--- src/rtl/oled_init_seq.sv ---
// oled_init_seq
// Power-up and initialisation sequencer for an SSD1306-class OLED panel.
// It walks a fixed command script and issues command bytes on an AXI4-stream
// master toward the SPI interface block. It also drives the RES#, VDD and
// VBAT pins and inserts millisecond delays. doneOut is raised when the panel
// is ready for pixel data.
//
// Build option: define OLED_DISPLAY_TEST_EN to append 0xA5 (entire display on)
// before END, so every pixel lights after init.
//
// Script entry format: [15:14] opcode, [13:0] argument
//   00 SEND  : emit byte arg[7:0]
//   01 DELAY : wait arg ms (0 behaves as 1 ms)
//   10 PIN   : arg[2:0] = {vbatN, vddN, resN}
//   11 END   : finish
module oled_init_seq #(
    parameter int MS_CYCLES    = 100000,
    parameter int GUARD_CYCLES = 2
) (
    input  logic       clkIn,
    input  logic       rstIn,
    input  logic       startIn,
    output logic       busyOut,
    output logic       doneOut,
    output logic       mAxiSTvalid,
    output logic [7:0] mAxiSTdata,
    input  logic       mAxiSTready,
    output logic       dcOut,
    output logic       resNOut,
    output logic       vddNOut,
    output logic       vbatNOut
);

    localparam int CYC_W = (MS_CYCLES > 1) ? $clog2(MS_CYCLES) : 1;
    localparam int GRD_W = (GUARD_CYCLES > 1) ? $clog2(GUARD_CYCLES) : 1;
    localparam logic [CYC_W-1:0] CYC_LAST = CYC_W'(MS_CYCLES - 1);
    localparam logic [GRD_W-1:0] GRD_LAST = GRD_W'(GUARD_CYCLES - 1);

    localparam logic [1:0] OP_SEND  = 2'b00;
    localparam logic [1:0] OP_DELAY = 2'b01;
    localparam logic [1:0] OP_PIN   = 2'b10;
    localparam logic [1:0] OP_END   = 2'b11;

    typedef enum logic [3:0] {
        S_IDLE,
        S_FETCH,
        S_PIN,
        S_SEND_WAIT,
        S_SEND,
        S_GUARD,
        S_WAIT_BUSY,
        S_WAIT_IDLE,
        S_DELAY,
        S_DONE
    } stateT;

    // Command script ROM. PIN arguments are {vbatN, vddN, resN}.
    function automatic logic [15:0] scriptWord(input logic [4:0] addr);
        logic [15:0] word;
        case (addr)
            5'd0:  word = {OP_PIN,   14'b101};     // VDD on
            5'd1:  word = {OP_DELAY, 14'd1};
            5'd2:  word = {OP_SEND,  14'h00AE};    // display off
            5'd3:  word = {OP_PIN,   14'b100};     // RES# low
            5'd4:  word = {OP_DELAY, 14'd1};
            5'd5:  word = {OP_PIN,   14'b101};     // RES# high
            5'd6:  word = {OP_DELAY, 14'd1};
            5'd7:  word = {OP_SEND,  14'h008D};    // charge pump
            5'd8:  word = {OP_SEND,  14'h0014};
            5'd9:  word = {OP_SEND,  14'h00D9};    // pre-charge period
            5'd10: word = {OP_SEND,  14'h00F1};
            5'd11: word = {OP_PIN,   14'b001};     // VBAT on
            5'd12: word = {OP_DELAY, 14'd100};
            5'd13: word = {OP_SEND,  14'h0081};    // contrast
            5'd14: word = {OP_SEND,  14'h000F};
            5'd15: word = {OP_SEND,  14'h00A0};    // segment remap
            5'd16: word = {OP_SEND,  14'h00C0};    // COM scan direction
            5'd17: word = {OP_SEND,  14'h00DA};    // COM pin config
            5'd18: word = {OP_SEND,  14'h0000};
            5'd19: word = {OP_SEND,  14'h00AF};    // display on
`ifdef OLED_DISPLAY_TEST_EN
            5'd20: word = {OP_SEND,  14'h00A5};    // entire display on
            5'd21: word = {OP_END,   14'd0};
`else
            5'd20: word = {OP_END,   14'd0};
`endif
            default: word = {OP_END, 14'd0};
        endcase
        return word;
    endfunction

    stateT             stateReg, stateNext;
    logic [4:0]        ptrReg, ptrNext;
    logic [15:0]       entryReg;
    logic [CYC_W-1:0]  cycCntReg;
    logic [6:0]        msCntReg;
    logic [GRD_W-1:0]  grdCntReg;
    logic [2:0]        pinsReg;
    logic [6:0]        msLast;
    logic              delayDone;

    // Last ms index for the current DELAY entry; an argument of 0 acts as 1 ms.
    assign msLast    = 7'((entryReg[13:0] == 14'd0) ? 14'd0 : entryReg[13:0] - 14'd1);
    assign delayDone = (cycCntReg == CYC_LAST) && (msCntReg == msLast);

    // State register.
    always_ff @(posedge clkIn) begin
        if (rstIn) begin
            stateReg <= S_IDLE;
        end else begin
            stateReg <= stateNext;
        end
    end

    // Next-state and next-pointer logic.
    always_comb begin
        stateNext = stateReg;
        ptrNext   = ptrReg;
        case (stateReg)
            S_IDLE, S_DONE: begin
                if (startIn) begin
                    stateNext = S_FETCH;
                    ptrNext   = 5'd0;
                end
            end
            S_FETCH: begin
                case (entryReg[15:14])
                    OP_SEND:  stateNext = S_SEND_WAIT;
                    OP_DELAY: stateNext = S_DELAY;
                    OP_PIN:   stateNext = S_PIN;
                    default:  stateNext = S_DONE;
                endcase
            end
            S_PIN: begin
                stateNext = S_FETCH;
                ptrNext   = ptrReg + 5'd1;
            end
            S_SEND_WAIT: begin
                if (mAxiSTready) begin
                    stateNext = S_SEND;
                end
            end
            S_SEND: begin
                stateNext = S_GUARD;
            end
            S_GUARD: begin
                if (grdCntReg == GRD_LAST) begin
                    stateNext = S_WAIT_BUSY;
                end
            end
            S_WAIT_BUSY: begin
                // Downstream must visibly take the byte before the next one.
                if (!mAxiSTready) begin
                    stateNext = S_WAIT_IDLE;
                end
            end
            S_WAIT_IDLE: begin
                if (mAxiSTready) begin
                    stateNext = S_FETCH;
                    ptrNext   = ptrReg + 5'd1;
                end
            end
            S_DELAY: begin
                if (delayDone) begin
                    stateNext = S_FETCH;
                    ptrNext   = ptrReg + 5'd1;
                end
            end
            default: stateNext = S_IDLE;
        endcase
    end

    // Datapath. The ROM read is addressed by the next pointer, so the entry is
    // registered on the edge into FETCH and stays stable while it executes.
    always_ff @(posedge clkIn) begin
        if (rstIn) begin
            ptrReg    <= 5'd0;
            entryReg  <= 16'd0;
            cycCntReg <= '0;
            msCntReg  <= 7'd0;
            grdCntReg <= '0;
            pinsReg   <= 3'b111;
        end else begin
            ptrReg   <= ptrNext;
            entryReg <= scriptWord(ptrNext);

            if (stateReg == S_DELAY) begin
                if (cycCntReg == CYC_LAST) begin
                    cycCntReg <= '0;
                    msCntReg  <= (msCntReg == msLast) ? 7'd0 : msCntReg + 7'd1;
                end else begin
                    cycCntReg <= cycCntReg + CYC_W'(1);
                end
            end else begin
                cycCntReg <= '0;
                msCntReg  <= 7'd0;
            end

            if (stateReg == S_GUARD) begin
                grdCntReg <= grdCntReg + GRD_W'(1);
            end else begin
                grdCntReg <= '0;
            end

            // Pins are not touched on restart; the script's PIN entries set them.
            if (stateReg == S_PIN) begin
                pinsReg <= entryReg[2:0];
            end
        end
    end

    // Outputs decoded from the registered state and pins.
    always_comb begin
        mAxiSTvalid = (stateReg == S_SEND);
        mAxiSTdata  = (stateReg == S_SEND) ? entryReg[7:0] : 8'h00;
        busyOut     = (stateReg != S_IDLE) && (stateReg != S_DONE);
        doneOut     = (stateReg == S_DONE);
        dcOut       = 1'b0;
        resNOut     = pinsReg[0];
        vddNOut     = pinsReg[1];
        vbatNOut    = pinsReg[2];
    end

endmodule

--- config.mk ---
export PLATFORM = sky130hd
export DESIGN_NAME = oled_init_seq
export DESIGN_NICKNAME = d
export VERILOG_FILES = /design/src/rtl/oled_init_seq.sv
export SDC_FILE = /design/constraint.sdc
export NUM_CORES = 1
export LEC_CHECK = 0
export ABC_CLOCK_PERIOD_IN_PS = 4480
export CORE_ASPECT_RATIO = 0.8
export CORE_MARGIN = 1
export CORE_UTILIZATION = 30
export CTS_CLUSTER_DIAMETER = 150
export CTS_CLUSTER_SIZE = 16
export DETAILED_ROUTE_END_ITERATION = 10
export HOLD_SLACK_MARGIN = 0.03
export PLACE_DENSITY_LB_ADDON = 0.08
export SLEW_MARGIN = 20
export SYNTH_ARGS = -nofsm -noshare
export SYNTH_HDL_FRONTEND = slang
export SYNTH_SLANG_ARGS = --single-unit
--- constraint.sdc ---
create_clock -name clkIn -period 4.48 [get_ports clkIn]
set_input_delay 1.344 -clock clkIn [delete_from_list [all_inputs] [get_ports clkIn]]
set_output_delay 1.344 -clock clkIn [all_outputs]
set_load 0.03 [all_outputs]
==> flow_summary.toml <==
[route]
detail-route-antenna-nets = 0
initialDrtViolationCount = 150
drc = 0
first_pass_iters = 4
vias = 2682
drt-vias-per-instance = 5.04
finalWirelength_mm = 7.96
detail_route.wl_per_cell_um = 15.0

[synthesis]
synth.avg_cell_area_um2 = 8.04
synth_edf_count = 0
yosysSeqAreaShare_pct = 31.0
synth_cells = 377
ys_ff_latch = 47
synth.most_common_cell = "nor2_1"
synthTopCellsByArea = "dfxtp_1 (31%), nor2_1 (6.4%), ha_1 (5.8%)"
yosysUniqueCellTypes = 66
yosysWarnings = 0
synthArstFlopShare_pct = 0
synth_common_cells = "nor2_1 (52), dfxtp_1 (47), nand2_1 (34)"
syn_area_um2 = 3030
yosysTopAreaCell = "dfxtp_1"
syn-num-nets = 395
yosysTopAreaCellShare_pct = 31.0
synth_flop_cell = "dfxtp_1"

[critical_path]
rr_startpoint = "entryReg[1]"
crit_fanout = 7
crit_path_top_delay_cell = "or4b_4"
r2r_end = "entryReg[15]"
worstPathRequired_ns = 4.64
max_stage_delay_ns = 0.58
critPathCaptureType = "flop"
rrSetupSlack_ns = 0.20
cpMostUsedCell = "ha_1"
crit_chain = "inv_1 -> ha_1 -> nor4b_1 -> and2_1 -> or4_1 -> o211ai_1 -> or4b_4 -> a21oi_1 -> nand2_1 -> a22o_1 -> ha_1 -> a31oi_1 -> a2bb2o_1 -> a222oi_1 -> nor2_1"
path_class = "reg2reg"
startpoint_type = "flop"
arrival_ns = 4.44
reg2reg_depth = 15

[die]
die_x_um = 114
start_util_pct = 31.2
io_pins = 19
coreArea_um2 = 9730
die-area_um2 = 10500
rows = 32
die_h_um = 91.9

[finish]
n_antenna_cell = 0
layout-drive-gt1-share_pct = 8.59
syn_to_final_growth_pct = 16.6
final_nets = 413

[global_routing]
grt_max_degree = 23
grt_pass1_wl_mm = 12.9
grtUsageTotal_pct = 15.8
first_global_vias = 2422
grt-ovfl-total = 0
antenna_found_initial = 0

[timing]
max_freq_mhz = 234
worst_slack_ns = 0.202
slew-limit-headroom_pct = 54.5
fin_crit_sh_pct = 95.5
slew_violations = 0
rsz0062_at_grt = "false"
final-setup-viol-count = 0
fin_worst_skew_ns = 0.00569
hold_viol = 0
worst_slew_pin_slew_ns = 0.677
post-route-min-period_ns = 4.28
setup_tns_ns = 0

[clock_tree]
numCtsBuffers = 5
clock_sinks = 47
ctsHoldBuffers = 0
clock_latency_ns = 0.29
cts_resized = 0
cts_buffer_depth = 2
root_buffer = "clkbuf_16"
cts_tree = "yes"
cts_setup_buffers = 0
h-tree-depth = 2
clk_pin_slew_ns = 0.07

[placed_design]
routabilityCongestion = 0.858
place_ws_ns = 0.134
port-buffer-count = 17
dp_hpwl_mm = 6.01

[status]
status = "finished clean"

[power_and_ir_drop]
p_leak_nw = 1.27
power.density_nw_per_um2 = 336
ir_drop_mv = 0.148

[hold_path]
worstHoldPathType = "reg2reg"
hold_depth = 1
hold_start = "grdCntReg"
whs_endpoint = "grdCntReg"

[job]
maxCapViolations = 0
## flip-flops by register name, indices dropped and copies added (netlist names)
name       flops
cycCntReg     17
entryReg      10
msCntReg       7
ptrReg         5
stateReg       4
pinsReg        3
grdCntReg      1
## cells in the final DEF (no fill, tap or decap), types with 5 or more instances in the layout
cell | synthesis | routed
nor2_1 | 52 | 52
dfxtp_1 | 47 | 46
nand2_1 | 34 | 34
xor2_1 | 17 | 17
clkdlybuf4s50_1 | 0 | 17
inv_1 | 15 | 15
nor3_1 | 14 | 14
nand3_1 | 14 | 14
xnor2_1 | 14 | 14
ha_1 | 14 | 14
o21ai_0 | 12 | 12
a21oi_1 | 12 | 12
buf_4 | 1 | 9
and2_1 | 8 | 8
nand4_1 | 8 | 8
and3_1 | 8 | 8
nand2b_1 | 6 | 6
nor2b_1 | 6 | 6
or3_1 | 5 | 5
a31oi_1 | 5 | 5
clkbuf_16 | 0 | 5
## logic make-up after synthesis
logic type / Yosys count / share of synthesized area (%)
fa+ha+maj: 14 / 5.78
flops: 47 / 31.0
xor+xnor: 32 / 9.74
mux: 3 / 1.03
buf+inv: 30 / 4.37
compound gates: 70 / 17.2
other cells: 1 / 0.124
simple gates: 180 / 30.7
## layer usage
layer	GRT usage, %	vias up	wire [um]
met5	0	-	0
li1	-	1369	-
met2	22.1	42	3290
met4	3.90	0	59
met3	3.44	4	280
met1	24.1	1267	4330
## worst max-delay path: cells and delay by family (launching register included)
kind	cells	cell delay, ns
flops	1	0.38
fa+ha+maj	2	0.62
buf+inv	1	0.09
simple gates	6	1.68
compound gates	6	1.38
## final cells by class
type,count,area (um2)
flip-flops and latches,47,942
inverters,15,56.3
clock buffers,5,125
fillers,1032,6190
well taps,136,170
repair buffers,26,238
multi-input cells,300,1980
clock inverters,3,25.0
## through the flow
stage,utilization (%),cells,hold slack (ns),area (um2),total power [mW]
2_1_floorplan,-,377,0.401,3030,0.707
3_3_place_gp,34.6,524,0.414,3360,0.803
3_5_place_dp,34.6,524,0.424,3360,0.798
4_1_cts,36.1,532,0.433,3510,1.19
5_1_grt,36.3,532,0.454,3540,1.25
6_report,36.3,532,0.438,3540,1.19
## report_power, final
part	switching (mW)	internal, mW	total, mW
clock	0.178	0.209	0.387
sequential	0.0419	0.437	0.479
combinational	0.188	0.132	0.320
total	0.408	0.779	1.19
## how the worst max path moves through the flow
stage / from / end / slack [ns] / depth (start not counted)
after floorplan: entryReg[0] / entryReg[15] / 0.59 / 16
after global placement: entryReg[0] / entryReg[15] / 0.24 / 15
after detailed placement: entryReg[0] / entryReg[15] / 0.13 / 15
after CTS: entryReg[0] / entryReg[15] / 0.12 / 15
after global routing: entryReg[0] / entryReg[15] / 0.01 / 15
final: entryReg[1] / entryReg[15] / 0.20 / 15
Power figures use the tool's default switching activity.
